### src/rtl/uart_rx_controller.sv
// UART receiver: 2-flop synchronised rx, centre-sampled start/data/parity/stop bits,
// one-cycle rx_valid strobe carrying parity and framing status.
module uart_rx_controller #(
  parameter int CLKS_PER_BIT = 16,
  parameter int DATA_BITS    = 8,
  parameter bit PARITY_ODD   = 1'b0
) (
  input  logic                 clk,
  input  logic                 reset,
  input  logic                 rx,
  output logic [DATA_BITS-1:0] rx_data,
  output logic                 rx_valid,
  output logic                 parity_err,
  output logic                 frame_err,
  output logic                 busy
);

  localparam int CW = $clog2(CLKS_PER_BIT);
  localparam logic [CW-1:0] HALF_LAST = CW'(CLKS_PER_BIT / 2 - 1);
  localparam logic [CW-1:0] BIT_LAST  = CW'(CLKS_PER_BIT - 1);
  localparam logic [2:0]    IDX_LAST  = 3'(DATA_BITS - 1);

  typedef enum logic [2:0] {
    ST_IDLE,
    ST_START,
    ST_DATA,
    ST_PARITY,
    ST_STOP,
    ST_BREAK
  } state_t;

  state_t               state_q, state_d;
  logic                 sync1_q, sync1_d;
  logic                 sync2_q, sync2_d;
  logic [CW-1:0]        cnt_q, cnt_d;
  logic [2:0]           idx_q, idx_d;
  logic [DATA_BITS-1:0] sh_q, sh_d;
  logic                 perr_pend_q, perr_pend_d;
  logic [DATA_BITS-1:0] rx_data_q, rx_data_d;
  logic                 rx_valid_q, rx_valid_d;
  logic                 parity_err_q, parity_err_d;
  logic                 frame_err_q, frame_err_d;
  logic                 rx_s;

  assign rx_s = sync2_q;

  always_ff @(posedge clk or negedge reset) begin
    if (!reset) begin
      sync1_q      <= 1'b1;
      sync2_q      <= 1'b1;
      state_q      <= ST_IDLE;
      cnt_q        <= '0;
      idx_q        <= '0;
      sh_q         <= '0;
      perr_pend_q  <= 1'b0;
      rx_data_q    <= '0;
      rx_valid_q   <= 1'b0;
      parity_err_q <= 1'b0;
      frame_err_q  <= 1'b0;
    end else begin
      sync1_q      <= sync1_d;
      sync2_q      <= sync2_d;
      state_q      <= state_d;
      cnt_q        <= cnt_d;
      idx_q        <= idx_d;
      sh_q         <= sh_d;
      perr_pend_q  <= perr_pend_d;
      rx_data_q    <= rx_data_d;
      rx_valid_q   <= rx_valid_d;
      parity_err_q <= parity_err_d;
      frame_err_q  <= frame_err_d;
    end
  end

  always_comb begin
    sync1_d      = rx;
    sync2_d      = sync1_q;
    state_d      = state_q;
    cnt_d        = cnt_q + 1'b1;
    idx_d        = idx_q;
    sh_d         = sh_q;
    perr_pend_d  = perr_pend_q;
    rx_data_d    = rx_data_q;
    rx_valid_d   = 1'b0;
    parity_err_d = parity_err_q;
    frame_err_d  = frame_err_q;

    case (state_q)
      ST_IDLE: begin
        cnt_d = '0;
        if (!rx_s) state_d = ST_START;
      end
      ST_START: begin
        // A start bit that is high again at its centre was a glitch.
        if (cnt_q == HALF_LAST) begin
          cnt_d   = '0;
          idx_d   = '0;
          state_d = rx_s ? ST_IDLE : ST_DATA;
        end
      end
      ST_DATA: begin
        if (cnt_q == BIT_LAST) begin
          cnt_d = '0;
          sh_d  = {rx_s, sh_q[DATA_BITS-1:1]};
          idx_d = idx_q + 3'd1;
          if (idx_q == IDX_LAST) state_d = ST_PARITY;
        end
      end
      ST_PARITY: begin
        if (cnt_q == BIT_LAST) begin
          cnt_d       = '0;
          perr_pend_d = ((^sh_q) ^ rx_s) != PARITY_ODD;
          state_d     = ST_STOP;
        end
      end
      ST_STOP: begin
        // Deliver even on error; a low stop bit parks in BREAK until the line recovers.
        if (cnt_q == BIT_LAST) begin
          cnt_d        = '0;
          rx_data_d    = sh_q;
          parity_err_d = perr_pend_q;
          frame_err_d  = ~rx_s;
          rx_valid_d   = 1'b1;
          state_d      = rx_s ? ST_IDLE : ST_BREAK;
        end
      end
      ST_BREAK: begin
        cnt_d = '0;
        if (rx_s) state_d = ST_IDLE;
      end
      default: begin
        cnt_d   = '0;
        state_d = ST_IDLE;
      end
    endcase
  end

  assign rx_data    = rx_data_q;
  assign rx_valid   = rx_valid_q;
  assign parity_err = parity_err_q;
  assign frame_err  = frame_err_q;
  assign busy       = (state_q != ST_IDLE);

endmodule
### config.mk
export PLATFORM = sky130hd
export DESIGN_NAME = uart_rx_controller
export DESIGN_NICKNAME = d
export VERILOG_FILES = /design/src/rtl/uart_rx_controller.sv
export SDC_FILE = /design/constraint.sdc
export NUM_CORES = 1
export LEC_CHECK = 0
export BUFFER_PORTS_ARGS = -buffer_cell sky130_fd_sc_hd__buf_2
export CAP_MARGIN = 5
export CELL_PAD_IN_SITES_DETAIL_PLACEMENT = 1
export CELL_PAD_IN_SITES_GLOBAL_PLACEMENT = 1
export CORE_MARGIN = 2
export CORE_UTILIZATION = 40
export DETAILED_ROUTE_END_ITERATION = 8
export PLACE_DENSITY = 0.72
export RECOVER_POWER = 100
export SYNTH_ARGS = -nofsm -noshare
export SYNTH_HDL_FRONTEND = slang
export SYNTH_SLANG_ARGS = --single-unit
### constraint.sdc
create_clock -name clk -period 4.7 [get_ports clk]
set_input_delay 0.94 -clock clk [delete_from_list [all_inputs] [get_ports clk]]
set_output_delay 0.94 -clock clk [all_outputs]
set_load 0.1 [all_outputs]
==> qor.yml <==
run_status:
  status: "complete, but fails checks"
  violations: "capacitance limit, slew limit"
placed_design:
  hpwl_um: 1920
  port_buffers: 14
  dpl_worst_slack_ps: 2623
  dp_cells: 162
  routabilityCongestion: 0.8646
grt:
  gr-total-overflow: 0
  grt_max_degree: 33
  grt_pass1_vias: 955
  grt_usage: 0.1605
  antenna_found_initial: 0
  grt_pass1_wl_um: 4712
worst_setup_path:
  worstSetupStartpointType: "flop"
  worstPathRequired_ps: 3760
  worstSetupEndpointType: "output pin"
  rrSetupSlack_ps: 2710
  worstRegToRegCells: 4
  arrival_ps: 1970
  crit_type: "flop to output pin"
  r2r-start: "cnt_q[0]$_DFF_PN0_"
  cp_max_fo: 11
  r2r_end: "sh_q[2]$_DFFE_PN0P_"
clock_network:
  cts_setup_buffers: 0
  cts_buffers: 5
  cts_max_level: 2
  insertion_delay_ps: 340
  cts_resized: 0
  clockRootBuffer: "clkbuf_4"
  cts_tree: "done"
  hold_buffers: 0
  clkTransAtPathRegs_ps: 110
  cts_buffer_depth: 2
  cts_sinks: 32
drt:
  drt_iter0_drc: 30
  vias_per_cell: 5.135
  dr.pass1.iters: 2
  wl_per_cell_um: 16.02
  ant_nets: 0
  drc_errors: 0
  dr_total_vias: 873
  routed_wl_um: 2724
sta:
  min_period_over_period: 0.6181
  worst_slack_ps: 1795
  fin_crit_ps: 2905
  setup_violations: 0
  hold_viol: 0
  drv_slew: 33
  max-slew-margin-rel: -0.1292
  setup_tns_ps: 0
  rsz0062_at_grt: "false"
  worst_pin_slew_ps: 1694
  max_freq_mhz: 344.2
  finClkSkew_ps: 7.311
synthesis:
  syn_inst: 106
  yosys_register_bits: 32
  syn_area_um2: 1393
  async_reset_ff_frac: 1.000
  synth_warnings: 0
  ys.flop_type: "dfrtp_1"
  synth.distinct_cells: 30
  syn-num-nets: 112
  avgSynthCellArea_um2: 13.14
  synth_edf_count: 0
  yosysSeqAreaShare: 0.5768
power:
  ir_drop_mv: 0.1886
  p_leak_uw: 0.0007505
  power_uw: 854.6
  p_clk_frac: 0.245
  p_seq_frac: 0.457
  pwr-share-comb: 0.298
  p_int_uw: 566.6
  p_sw_uw: 287.9
  powerDensity_nw_per_um2: 547.3
  netSwitchingFraction: 0.3369
floorplan:
  die_w_um: 63.01
  dieArea_um2: 3970
  start_util: 0.4173
  ios: 15
  row_count: 21
  core_um2: 3337
  chipHeight_um: 63.01
worst_hold_path:
  worstHoldPathType: "flop to flop"
  holdPathEnd: "rx_s$_DFF_PN1_"
  hp-start: "sync1_q$_DFF_PN1_"
  hold_depth: 0
flow_run:
  maxCapViolations: 1
final_layout:
  final_cells: 170
  final_cell_mix: "30 x dfrtp_1, 19 x mux2_2, 13 x clkbuf_1"
  layout-drive-gt1-share: 0.2419
  nets: 129
  area_growth_pct: 12.13
  num_antenna_cells: 0
  nFillCells: 375
  layout_commonest_cell: "dfrtp_1"
[cell usage after synthesis, drive strengths merged, types with 2 or more instances]
master	count	share of area
dfstp	2	0.038
o211ai	2	0.011
nand2	4	0.011
dfrtp	30	0.54
and2	3	0.013
ha	3	0.027
buf	3	0.013
nand3	3	0.011
inv	4	0.011
mux2	19	0.15
xnor2	6	0.038
a22o	2	0.013
nor2	5	0.013
o21ai	2	0.0072
nand4	2	0.0090
xor2	3	0.019
[how the worst max path moves through the flow]
stage	to	slack, ps	startpoint	cells after the start
6_report	busy	1790	state_q[1]$_DFFE_PN0P_	3
5_1_grt	busy	1680	state_q[1]$_DFFE_PN0P_	3
4_1_cts	busy	2230	state_q[1]$_DFFE_PN0P_	3
3_5_place_dp	busy	2620	state_q[1]$_DFFE_PN0P_	3
3_3_place_gp	busy	2670	state_q[1]$_DFFE_PN0P_	3
2_1_floorplan	busy	2560	state_q[2]$_DFFE_PN0P_	3
[flip-flops by register name (all words and copies together), names as in the netlist]
signal	flops
cnt_q	4
frame_err	1
idx_q	3
parity_err	1
perr_pend_q	1
rx_data	8
rx_s	1
rx_valid	1
sh_q	8
state_q	3
sync1_q	1
[cell type report]
type	count	area, um2	area share
Clock buffer	5	37.54	0.02404
Timing Repair Buffer	14	53.80	0.03446
Sequential cell	32	803.3	0.5144
Tap cell	46	57.56	0.03686
Inverter	4	15.01	0.009615
Multi-Input combinational cell	66	551.8	0.3534
Clock inverter	3	42.54	0.02724
[power by group through the flow]
stage                     registers, uW  clock network, uW  logic [uW]
after global routing                401                226         285
after global placement              391                  0         239
after detailed placement            397                  0         253
final                               391                209         255
after CTS                           391                215         263
after floorplan                     373                  0         213
[cells by family after synthesis]
logic type	count (synthesis)	share of synthesized area
AOI/OAI and AO/OA	12	0.06020
xor gates and xnor gates	10	0.07278
adders and majority gates	3	0.02696
buffers and inverters	8	0.02695
DFF	32	0.5768
muxes	19	0.1536
and+or+nand+nor	22	0.08266
[worst max-delay path, stage by stage, from the launching register on]
cell and delay (ps):
dfrtp_1 540, nor2_1 140, nand2_1 90, clkbuf_1 860
[stage by stage]
step                cell area [um2]  utilization  hold slack, ps
finish                         1562       0.4679           364.2
global route                   1562       0.4679           369.6
CTS                            1578       0.4728           366.1
detailed placement             1498       0.4488           350.1
global placement               1498       0.4488           346.1
floorplan                      1393            -           345.2
[layer usage]
layer  share of wire  global-route usage  routed length [um]
met1            0.40              0.1712                1097
met2            0.53              0.2819                1440
met3           0.044             0.05225                 119
met4           0.025             0.08056                  67
met5               0                   0                   0
Power figures use the tool's default switching activity.
